**config.mk**
```make
export PLATFORM = sky130hd
export DESIGN_NAME = qs_srt_bank_scheduler
export DESIGN_NICKNAME = d
export VERILOG_FILES = /design/src/rtl/qs_srt_pkg.sv /design/src/rtl/qs_srt_bank_fsm.sv /design/src/rtl/qs_srt_bank_scheduler.sv
export SDC_FILE = /design/constraint.sdc
export NUM_CORES = 1
export LEC_CHECK = 0
export ABC_AREA = 1
export CAP_MARGIN = 5
export CORE_UTILIZATION = 30
export DETAILED_ROUTE_END_ITERATION = 6
export PLACE_DENSITY = 0.53
export SYNTH_ARGS = -nofsm -noshare
export SYNTH_HDL_FRONTEND = slang
export SYNTH_HIERARCHICAL = 1
export SYNTH_SLANG_ARGS = --single-unit
```
**constraint.sdc**
```tcl
create_clock -name clk -period 1.86 [get_ports clk]
set_input_delay 0.372 -clock clk [delete_from_list [all_inputs] [get_ports clk]]
set_output_delay 0.372 -clock clk [all_outputs]
set_load 0.005 [all_outputs]
```
**src/rtl/qs_srt_pkg.sv**
```systemverilog
// Shared types for the sort-engine bank scheduler: bank lifecycle states,
// default pool size and element-count width.
package qs_srt_pkg;

  localparam int BANKS_N_DEF = 2;
  localparam int N_W_DEF     = 8;
  localparam int BID_W_DEF   = $clog2(BANKS_N_DEF);

  // A bank moves IDLE -> FILLING -> READY -> SORTING -> SORTED -> DRAINING -> IDLE
  typedef enum logic [2:0] {
    IDLE     = 3'd0,
    FILLING  = 3'd1,
    READY    = 3'd2,
    SORTING  = 3'd3,
    SORTED   = 3'd4,
    DRAINING = 3'd5
  } bank_state_t;

  typedef logic [BID_W_DEF-1:0] bank_id_t;

endpackage

```
**src/rtl/qs_srt_bank_fsm.sv**
```systemverilog
// Lifecycle of one bank. The strobes arrive already qualified for this bank;
// each one only has an effect in the state it leaves from.
module qs_srt_bank_fsm
  import qs_srt_pkg::*;
(
  input  logic        clk,
  input  logic        rst,
  input  logic        fill_gnt_i,
  input  logic        fill_done_i,
  input  logic        sort_gnt_i,
  input  logic        sort_emit_i,
  input  logic        drain_gnt_i,
  input  logic        drain_done_i,
  output bank_state_t state_o
);

  bank_state_t state_q;
  bank_state_t state_d;

  // Next-state: advance one step when the strobe matching the current state fires
  always_comb begin
    state_d = state_q;
    case (state_q)
      IDLE:     if (fill_gnt_i)   state_d = FILLING;
      FILLING:  if (fill_done_i)  state_d = READY;
      READY:    if (sort_gnt_i)   state_d = SORTING;
      SORTING:  if (sort_emit_i)  state_d = SORTED;
      SORTED:   if (drain_gnt_i)  state_d = DRAINING;
      DRAINING: if (drain_done_i) state_d = IDLE;
      default:                    state_d = IDLE;
    endcase
  end

  // State register; reset abandons whatever the bank was doing
  always_ff @(posedge clk or posedge rst) begin
    if (rst) state_q <= IDLE;
    else     state_q <= state_d;
  end

  assign state_o = state_q;

endmodule

```
**src/rtl/qs_srt_bank_scheduler.sv**
```systemverilog
// Hands banks in strict FIFO order to the filler, the sort core and the
// drainer. Each agent owns one pointer and may have one bank in flight.
// Also holds the element count N of every bank for the core and drainer.
module qs_srt_bank_scheduler
  import qs_srt_pkg::*;
#(
  parameter int BANKS_N = BANKS_N_DEF,
  parameter int N_W     = N_W_DEF,
  localparam int BID_W  = $clog2(BANKS_N)
) (
  input  logic             clk,
  input  logic             rst,
  input  logic             fill_req_i,
  output logic             fill_gnt_o,
  output logic [BID_W-1:0] fill_bank_o,
  input  logic             fill_done_i,
  input  logic [N_W-1:0]   fill_n_i,
  input  logic             sort_await_i,
  output logic             sort_gnt_o,
  output logic [BID_W-1:0] sort_bank_o,
  output logic [N_W-1:0]   sort_n_o,
  input  logic             sort_emit_i,
  input  logic             drain_req_i,
  output logic             drain_gnt_o,
  output logic [BID_W-1:0] drain_bank_o,
  output logic [N_W-1:0]   drain_n_o,
  input  logic             drain_done_i,
  output logic             err_o
);

  bank_state_t      bank_state [BANKS_N];
  logic [N_W-1:0]   n_q        [BANKS_N];

  logic [BID_W-1:0] fill_ptr_q, sort_ptr_q, drain_ptr_q;
  logic             fill_act_q, sort_act_q, drain_act_q;
  logic             fill_gnt_q, sort_gnt_q, drain_gnt_q;
  logic [BID_W-1:0] fill_bank_q, sort_bank_q, drain_bank_q;
  logic [N_W-1:0]   sort_n_q, drain_n_q;
  logic             err_q;

  // Grants: agent idle, request present, and the bank at its pointer is in the source state
  logic fill_go, sort_go, drain_go;
  assign fill_go  = fill_req_i   && !fill_act_q  && (bank_state[fill_ptr_q]  == IDLE);
  assign sort_go  = sort_await_i && !sort_act_q  && (bank_state[sort_ptr_q]  == READY);
  assign drain_go = drain_req_i  && !drain_act_q && (bank_state[drain_ptr_q] == SORTED);

  // Completions only count while the agent actually holds a bank
  logic fill_fin, sort_fin, drain_fin;
  assign fill_fin  = fill_done_i  && fill_act_q;
  assign sort_fin  = sort_emit_i  && sort_act_q;
  assign drain_fin = drain_done_i && drain_act_q;

  genvar gi;
  generate
    for (gi = 0; gi < BANKS_N; gi++) begin : g_bank
      qs_srt_bank_fsm u_fsm (
        .clk          (clk),
        .rst          (rst),
        .fill_gnt_i   (fill_go   && (fill_ptr_q   == BID_W'(gi))),
        .fill_done_i  (fill_fin  && (fill_bank_q  == BID_W'(gi))),
        .sort_gnt_i   (sort_go   && (sort_ptr_q   == BID_W'(gi))),
        .sort_emit_i  (sort_fin  && (sort_bank_q  == BID_W'(gi))),
        .drain_gnt_i  (drain_go  && (drain_ptr_q  == BID_W'(gi))),
        .drain_done_i (drain_fin && (drain_bank_q == BID_W'(gi))),
        .state_o      (bank_state[gi])
      );
    end
  endgenerate

  // Filler agent: pointer, in-flight flag and grant outputs
  always_ff @(posedge clk or posedge rst) begin
    if (rst) begin
      fill_ptr_q  <= '0;
      fill_act_q  <= 1'b0;
      fill_gnt_q  <= 1'b0;
      fill_bank_q <= '0;
    end else begin
      fill_gnt_q <= fill_go;
      if (fill_go) begin
        fill_bank_q <= fill_ptr_q;
        fill_ptr_q  <= fill_ptr_q + BID_W'(1);
        fill_act_q  <= 1'b1;
      end else if (fill_fin) begin
        fill_act_q  <= 1'b0;
      end
    end
  end

  // Sort-core agent: N is loaded with the grant so REG_N is valid in the grant cycle
  always_ff @(posedge clk or posedge rst) begin
    if (rst) begin
      sort_ptr_q  <= '0;
      sort_act_q  <= 1'b0;
      sort_gnt_q  <= 1'b0;
      sort_bank_q <= '0;
      sort_n_q    <= '0;
    end else begin
      sort_gnt_q <= sort_go;
      if (sort_go) begin
        sort_bank_q <= sort_ptr_q;
        sort_n_q    <= n_q[sort_ptr_q];
        sort_ptr_q  <= sort_ptr_q + BID_W'(1);
        sort_act_q  <= 1'b1;
      end else if (sort_fin) begin
        sort_act_q  <= 1'b0;
      end
    end
  end

  // Drainer agent: same shape as the sort agent
  always_ff @(posedge clk or posedge rst) begin
    if (rst) begin
      drain_ptr_q  <= '0;
      drain_act_q  <= 1'b0;
      drain_gnt_q  <= 1'b0;
      drain_bank_q <= '0;
      drain_n_q    <= '0;
    end else begin
      drain_gnt_q <= drain_go;
      if (drain_go) begin
        drain_bank_q <= drain_ptr_q;
        drain_n_q    <= n_q[drain_ptr_q];
        drain_ptr_q  <= drain_ptr_q + BID_W'(1);
        drain_act_q  <= 1'b1;
      end else if (drain_fin) begin
        drain_act_q  <= 1'b0;
      end
    end
  end

  // Element counts, captured when the filler finishes a bank
  always_ff @(posedge clk or posedge rst) begin
    if (rst) begin
      for (int i = 0; i < BANKS_N; i++) n_q[i] <= '0;
    end else if (fill_fin) begin
      n_q[fill_bank_q] <= fill_n_i;
    end
  end

  // Sticky error on any completion strobe from an agent that holds no bank
  always_ff @(posedge clk or posedge rst) begin
    if (rst) begin
      err_q <= 1'b0;
    end else if ((fill_done_i && !fill_act_q) || (sort_emit_i && !sort_act_q) ||
                 (drain_done_i && !drain_act_q)) begin
      err_q <= 1'b1;
    end
  end

  assign fill_gnt_o   = fill_gnt_q;
  assign fill_bank_o  = fill_bank_q;
  assign sort_gnt_o   = sort_gnt_q;
  assign sort_bank_o  = sort_bank_q;
  assign sort_n_o     = sort_n_q;
  assign drain_gnt_o  = drain_gnt_q;
  assign drain_bank_o = drain_bank_q;
  assign drain_n_o    = drain_n_q;
  assign err_o        = err_q;

endmodule

```
==> metrics.md, run 1 <==
| Metric | Value |
|---|---|
| Initial Utilization | a little under a third |
| Slew margin rel. | a little under three quarters |
| Clock buffer count from CTS | 5 |
| Clock Sinks | 51 |
| DRC viols | 0 |
| Die Ht | slightly below 100 um |
| Total standard cell area after synthesis | about 2700 sq um |
| Gate power share | 45.5% |
| Count of antenna diodes in the layout | 0 |
| Mean instance size in the synthesized netlist | ~7.7 sq um |
| Portion of synthesized cell area occupied by the leading cell type | a little under half |
| P_int | between 3 and 4 mW |
| WL per Instance | approximately 12 um |
| Fin Clk Skew | ~6.5 ps |
| Number of primary I/O pins | 39 |
| Result of the run | finished, final reports clean |
| Post-synthesis cell type count | 19 |
| Type of the worst min-delay path | in -> async |
| Count of TritonRoute iterations in the first routing pass | 4 |
| Power per unit of standard cell area | 1530 nW/um^2 |
| Delay-heaviest family, CP | buffers and inverters |
| Kind of start point of the critical path | register |
| Count of vias placed by the detailed router | about 2.2k |
| Met3 GRT Util | 3.17% |
| Yosys warnings | 6 |
| Largest family of logic cells by synthesized area | simple AND/OR/NAND/NOR gates |
| Library cell with the largest summed area after synthesis | sky130_fd_sc_hd__dfrtp_1 |
| Biggest cell delay along the critical path | between 500 and 600 ps |
| Worst path bufs/invs | 1 |
| Sum of negative setup slack | 0 ps |
| Clock latency on the worst-skew pair | roughly 300 ps |
| Fraction of the mapped netlist area in adder cells | 0% |
| Post-synthesis register bit count | 51 |
| Portion of netlist area occupied by mux cells | 0% |
| XOR/XNOR share of the synthesized area | 0% |
| Vias in the first global route | about 2.2k |
| Number of buffers added on ports | 38 |
| Number of violations of the max-capacitance limit | 0 |
| Number of H-tree levels | 2 |
| Number of resized instances in the post-cts repair step | 0 |
| Start of the worst register-to-register path | g_bank[0].u_fsm/state_o[0] |
| Static Leakage | roughly 1.8 nW |
| Reg clk slew, reported paths | about 100 ps |
| Post-detailed-routing wire length | approximately 6200 um |
| Maximum vdd drop | between 500 and 600 uV |
| Syn-to-layout area delta | 23.1% |
| Avg Vias per Cell | between 4 and 5 |
| Ordered list of cells on the worst path | clkdlybuf4s50_1 |
| Number of setup violations in the final report | 0 |
| Setup repair bufs after CTS | 0 |
| Share of total power in sequential cells | between 30% and 40% |
| Area of the multi-input gates | between 1000 and 1500 sq um |
| GR Layer Usage met1 | 19.3% |
| Post-route core utilization | roughly two fifths |
| CP Capture Type | primary output |
| Layout cells sized above 1 | between 15 and 20% |
| Number of cells traversed by the worst register-to-register path | 12 |
| Worst path required time | between 1000 and 1500 ps |
| Number of synthesized flops with an enable pin | 0 |
| Start-to-end type of the worst setup path | reg -> out |
| Power spent charging and discharging nets | approximately 2.1 mW |
| Fraction of registers with async set or reset after synthesis | 100% |
| Power consumption | 5.11 mW |
| Wire length of the first global-routing pass | between 10,000 and 15,000 um |
| Critical Path Fanout Max | 4 |
| Flip-flop cell with the highest count after synthesis | sky130_fd_sc_hd__dfrtp_1 |
| Cell chosen for the clock root | sky130_fd_sc_hd__clkbuf_8 |
| Hold Fails Final Rpt | 0 |
| Unrepaired setup endpoints after global routing | no |
| Gr busiest metal | met2 |
| Maximum number of pins on one net before global-route repair | 46 |
| GP Congestion | 0.824 |
| Setup slack on the worst flop-to-flop path | 260 ps |
| Arrival time at the worst endpoint | around 1300 ps |
| Highest achievable clock rate | between 0.5 and 0.6 GHz |
| Number of nets with antenna violations after detailed routing | 0 |
| Chip Width | 97.3 um |
| Layout fillers | about 930 |
| Max-slew violation count | 0 |
| Synth Area in Simple Gates | approximately a third |
| Clock period minus final worst setup slack | 1680 ps |
| Slew at the pin closest to its max-slew limit | 422 ps |
| Area of the placeable core | 8760 sq um |
| CTS tree | built |
| Instance count of the mapped netlist | between 300 and 400 |
| Synthesized-area fraction occupied by ao, oa, aoi and oai cells | about a tenth |
| Iteration-0 DRC count of the detailed router | 95 |
| Synth top area cells | sky130_fd_sc_hd__dfrtp_1, sky130_fd_sc_hd__nand2_1, sky130_fd_sc_hd__inv_1 |
| Part of the Yosys area used for sequential elements | about 47% |
| Share of total power in the clock network | about 16% |
| Final std cell area, no fill | between 3000 and 4000 sq um |
| Met2 track demand over resource in global routing | 22.3% |
| Period utilization | about nine tenths |
| Die area | ~9500 sq um |
| Total grt overflow | 0 |
| Post-synth top cells | sky130_fd_sc_hd__nand2_1, sky130_fd_sc_hd__inv_1, sky130_fd_sc_hd__dfrtp_1 |
| Initial antenna violation count | 0 |
| Worst r2r dst | g_bank[0].u_fsm/state_o[0] |
| Dpl cell area | approximately 3200 sq um |
| Worst path slowest cell | sky130_fd_sc_hd__clkdlybuf4s50_1 |
| Count of hold buffers inserted by post-cts repair | 0 |
| Placement row count | 34 |
| Syn Nets | 370 |
| Detailed placer's ending HPWL | around 4600 um |
| Reg area | 1280 sq um |
| Switching part of the total power | approximately two fifths |
| Maximum buffer depth of the clock tree | 2 |
| Aggregate global-route resource usage | 13.9% |
| Dominant cell by count in the synthesized netlist | sky130_fd_sc_hd__nand2_1 |
| Final-stage net count | 414 |
power by group through the flow:
| stage | clock network [mW] | logic [mW] | registers [mW] |
|---|---|---|---|
| finish | 0.835 | 2.33 | 1.95 |
| global route | 0.905 | 2.67 | 2.02 |
| CTS | 0.857 | 2.35 | 1.94 |
| detailed placement | 0 | 2.33 | 1.96 |
| global placement | 0 | 2.31 | 1.96 |
| floorplan | 0 | 1.62 | 1.90 |
kinds of logic after synthesis:
| family | Yosys count |
|---|---|
| compound gates | 40 |
| simple gates | 194 |
| buf+inv | 69 |
| flops | 51 |
worst max-delay path by stage:
| stage | start | endpoint | slack, ps | cells after the start |
|---|---|---|---|---|
| after floorplan | g_bank[1].u_fsm/state_o[2] | g_bank[1].u_fsm/state_o[2] | 370 | 13 |
| after global placement | fill_req_i | g_bank[1].u_fsm/state_o[2] | 8 | 12 |
| after detailed placement | fill_req_i | g_bank[0].u_fsm/state_o[0] | 9 | 12 |
| after CTS | fill_bank_o | fill_bank_o | 150 | 1 |
| after global routing | g_bank[0].u_fsm/state_o[2] | g_bank[0].u_fsm/state_o[2] | 7 | 12 |
| final | fill_bank_o | fill_bank_o | 180 | 1 |
placed cells by master, fill, tap and decap left out, types with 3 or more instances in the layout:
cell and n:
sky130_fd_sc_hd__nor2_1 23, sky130_fd_sc_hd__clkdlybuf4s50_1 38, sky130_fd_sc_hd__nand2_1 120, sky130_fd_sc_hd__a21oi_1 3, sky130_fd_sc_hd__o21ai_2 16, sky130_fd_sc_hd__dfrtp_1 48
sky130_fd_sc_hd__nand2_2 7, sky130_fd_sc_hd__buf_4 10, sky130_fd_sc_hd__dfrtp_2 3, sky130_fd_sc_hd__o21ai_1 8, sky130_fd_sc_hd__nor2_4 4, sky130_fd_sc_hd__o21ai_0 12
sky130_fd_sc_hd__nand3_1 30, sky130_fd_sc_hd__nor2_2 8, sky130_fd_sc_hd__clkbuf_8 6, sky130_fd_sc_hd__inv_2 3, sky130_fd_sc_hd__inv_1 54
per-layer routing:
layer	share of wire (%)	wire, um	vias up
li1	-	-	1164
met3	4.5	279	2
met1	50	3110	1021
met5	0	0	-
met4	0.47	29	0
met2	45	2790	44
state kept, by name, indices dropped and copies added, names as in the netlist:
name,count
n_q,16
drain_n_o,8
sort_n_o,8
g_bank.u_fsm/state_o,6
drain_act_q,1
drain_bank_o,1
drain_gnt_o,1
drain_ptr_q,1
err_o,1
fill_act_q,1
fill_bank_o,1
fill_gnt_o,1
fill_ptr_q,1
sort_act_q,1
sort_bank_o,1
sort_gnt_o,1
sort_ptr_q,1
through the flow:
step / worst slack [ps] / std cells / hold slack [ps]
floorplan: 370 / 354 / 126
global placement: 7.82 / 499 / 459
detailed placement: 8.84 / 499 / 458
CTS: 154 / 507 / 299
global route: 6.99 / 507 / 328
finish: 179 / 507 / 305
area by class of cell:
type	count	share of cell area, %
Clock buffer	6	2.46
Clock inverter	2	1.16
Tap cell	108	4.03
Multi-Input combinational cell	234	33.6
Inverter	57	6.38
Timing Repair Buffer	49	14.2
Sequential cell	51	38.2
(Power assumes the default switching activity.)
==> run 2, diff against run 1 <==
--- a/config.mk
+++ b/config.mk
@@ -9,6 +9,7 @@
 export CAP_MARGIN = 5
 export CORE_UTILIZATION = 30
 export DETAILED_ROUTE_END_ITERATION = 6
+export MAX_ROUTING_LAYER = met4
 export PLACE_DENSITY = 0.53
 export SYNTH_ARGS = -nofsm -noshare
 export SYNTH_HDL_FRONTEND = slang
==> run 2 against run 1 <==
Compared with the run above:
- register-to-register slack about the same
- total power hardly changed
- cell area unchanged
- core utilization is the same
- combinational power hardly changed
- first-iteration DRC count fell by 12%
==> metrics.md, run 2 (synthesis gave the netlist of run 1 again) <==
| Metric | Value |
|---|---|
| Result of the run | finished, final reports clean |
| CP Capture Point | fill_bank_o |
| Vias in the first global route | 2,163 (+0.046%) |
| Setup slack on the worst flop-to-flop path | 260 ps (about the same) |
| Delay-heaviest family, CP | buffers and inverters |
| Sum of negative setup slack | 0 ps (unchanged) |
| Initial Utilization | 31.1% (unchanged) |
| Number of nets with antenna violations after detailed routing | 0 (unchanged) |
| Syn-to-layout area delta | 23.1% (unchanged) |
| Initial antenna violation count | 0 (unchanged) |
| Number of primary I/O pins | 39 (unchanged) |
| Number of H-tree levels | 2 (unchanged) |
| CTS tree | built |
| Highest achievable clock rate | 0.594 GHz (about the same) |
| Clock Sinks | 51 (unchanged) |
| Final-stage net count | 414 (unchanged) |
| Max-slew violation count | 0 (unchanged) |
| Count of vias placed by the detailed router | 2,247 (+0.72%) |
| Most flop-heavy register | n_q |
| Worst path bufs/invs | 1 (unchanged) |
| Slew margin rel. | 71.8% (about the same) |
| Clock latency on the worst-skew pair | 300 ps (about the same) |
| Worst path slowest cell | sky130_fd_sc_hd__clkdlybuf4s50_1 |
| Chip Width | 97.3 um (unchanged) |
| Post-detailed-routing wire length | 6200 um (-0.11%) |
| Area of the placeable core | 8760 sq um (unchanged) |
| Critical path launch point | fill_bank_o |
| Number of cells traversed by the worst register-to-register path | 12 (unchanged) |
| Setup repair bufs after CTS | 0 (unchanged) |
| Start-to-end type of the worst setup path | reg -> out |
| Count of hold buffers inserted by post-cts repair | 0 (unchanged) |
| Type of the worst min-delay path | in -> async |
| Slew at the pin closest to its max-slew limit | 422 ps (+0.718 ps) |
| Maximum number of pins on one net before global-route repair | 46 (unchanged) |
| Flip-flop count of the largest register after layout | 16 (unchanged) |
| Period utilization | 90.4% (about the same) |
| Layout fillers | 934 (unchanged) |
| Clock buffer count from CTS | 5 (unchanged) |
| DRC viols | 0 (unchanged) |
| Total grt overflow | 0 (unchanged) |
| Most common cell after layout, fill and taps aside | sky130_fd_sc_hd__nand2_1 |
| Number of setup violations in the final report | 0 (unchanged) |
| Fin Clk Skew | 7.42 ps (+0.956 ps) |
| Cell chosen for the clock root | sky130_fd_sc_hd__clkbuf_8 |
| Ordered list of cells on the worst path | clkdlybuf4s50_1 |
| Clock period minus final worst setup slack | 1680 ps (+1.43 ps) |
| Worst path required time | 1490 ps (about the same) |
| Power per unit of standard cell area | 1530 nW/um^2 (about the same) |
| Die area | 9460 sq um (unchanged) |
| Logic depth of the worst setup path including buffers | 1 (unchanged) |
| Avg Vias per Cell | 4.43 (+0.72%) |
| Unrepaired setup endpoints after global routing | no |
| Aggregate global-route resource usage | 14.3% (+0.37 points) |
| Die Ht | 97.3 um (unchanged) |
| Kind of start point of the critical path | register |
| Biggest cell delay along the critical path | 540 ps (about the same) |
| Layout cells sized above 1 | 15.5% (unchanged) |
| CP Capture Type | primary output |
| Number of resized instances in the post-cts repair step | 0 (unchanged) |
| Arrival time at the worst endpoint | 1310 ps (about the same) |
| Start of the worst register-to-register path | g_bank[0].u_fsm/state_o[0] |
| GP Congestion | 0.837 (+1.5%) |
| Count of antenna diodes in the layout | 0 (unchanged) |
| Placement row count | 34 (unchanged) |
| Maximum buffer depth of the clock tree | 2 (unchanged) |
| Hold Fails Final Rpt | 0 (unchanged) |
| Maximum vdd drop | 521 uV (about the same) |
| Reg clk slew, reported paths | 100 ps (about the same) |
| Commonest non-fill, non-tap cells in the layout | sky130_fd_sc_hd__nand2_1, sky130_fd_sc_hd__inv_1, sky130_fd_sc_hd__dfrtp_1 |
| Wire length of the first global-routing pass | 10,600 um (unchanged) |
| Detailed placer's ending HPWL | 4570 um (unchanged) |
| Iteration-0 DRC count of the detailed router | 84 (-12%) |
| Count of TritonRoute iterations in the first routing pass | 4 (unchanged) |
| Power consumption | 5.11 mW (about the same) |
| Number of buffers added on ports | 38 (unchanged) |
| Number of violations of the max-capacitance limit | 0 (unchanged) |
| Critical Path Fanout Max | 4 (unchanged) |
| Static Leakage | 1.78 nW (unchanged) |
| Worst r2r dst | g_bank[0].u_fsm/state_o[0] |
| WL per Instance | 12.2 um (-0.11%) |
## run 2: cell counts in the layout (fill, tap and decap cells not counted)
Identical to the previous run, type by type.
## run 2: area by class of cell
cell class / count / area, sq um / area share, %
Clock buffer: 6 / 82.6 / 2.46
Clock inverter: 2 / 38.8 / 1.16
Inverter: 57 / 214 / 6.38
Multi-Input combinational cell: 234 / 1130 / 33.6
Sequential cell: 51 / 1280 / 38.2
Tap cell: 108 / 135 / 4.03
Timing Repair Buffer: 49 / 475 / 14.2
## run 2: metal layers
metal / track usage, % / part of all wire (%)
met5: - / 0
met4: 2.71 / 0.50
met3: 2.95 / 4.0
met2: 22.4 / 45
met1: 19.3 / 50
## run 2: power by group
part	internal, mW	switching (mW)
combinational	1.02	1.31
clock	0.444	0.394
sequential	1.56	0.387
## run 2: how the worst min path moves through the flow
stage,slack [ps],startpoint,to,cells past startpoint
final,300,rst,g_bank[0].u_fsm/state_o[0],2
after global routing,330,rst,g_bank[0].u_fsm/state_o[0],2
after CTS,300,rst,g_bank[0].u_fsm/state_o[0],2
after detailed placement,460,sort_n_o[0],sort_n_o[0],2
after global placement,460,sort_n_o[0],sort_n_o[0],2
after floorplan,130,rst,g_bank[0].u_fsm/state_o[0],1
## run 2: stage by stage
stage | hold slack, ps | area, sq um | std cells | worst slack [ps] | util [%]
finish | 303 | 3350 | 507 | 178 | 38.2
global route | 328 | 3350 | 507 | 6.99 | 38.2
CTS | 299 | 3340 | 507 | 154 | 38.1
detailed placement | 458 | 3220 | 499 | 8.84 | 36.7
global placement | 459 | 3220 | 499 | 7.82 | 36.7
floorplan | 126 | 2720 | 354 | 370 | -
==> run 3, diff against run 2 <==
--- a/config.mk
+++ b/config.mk
@@ -6,7 +6,7 @@
 export NUM_CORES = 1
 export LEC_CHECK = 0
 export ABC_AREA = 1
-export CAP_MARGIN = 5
+export CAP_MARGIN = 10
 export CORE_UTILIZATION = 30
 export DETAILED_ROUTE_END_ITERATION = 6
 export MAX_ROUTING_LAYER = met4
==> results of run 3 <==
Final layout, timing and power as in run 2 (identical DEF).
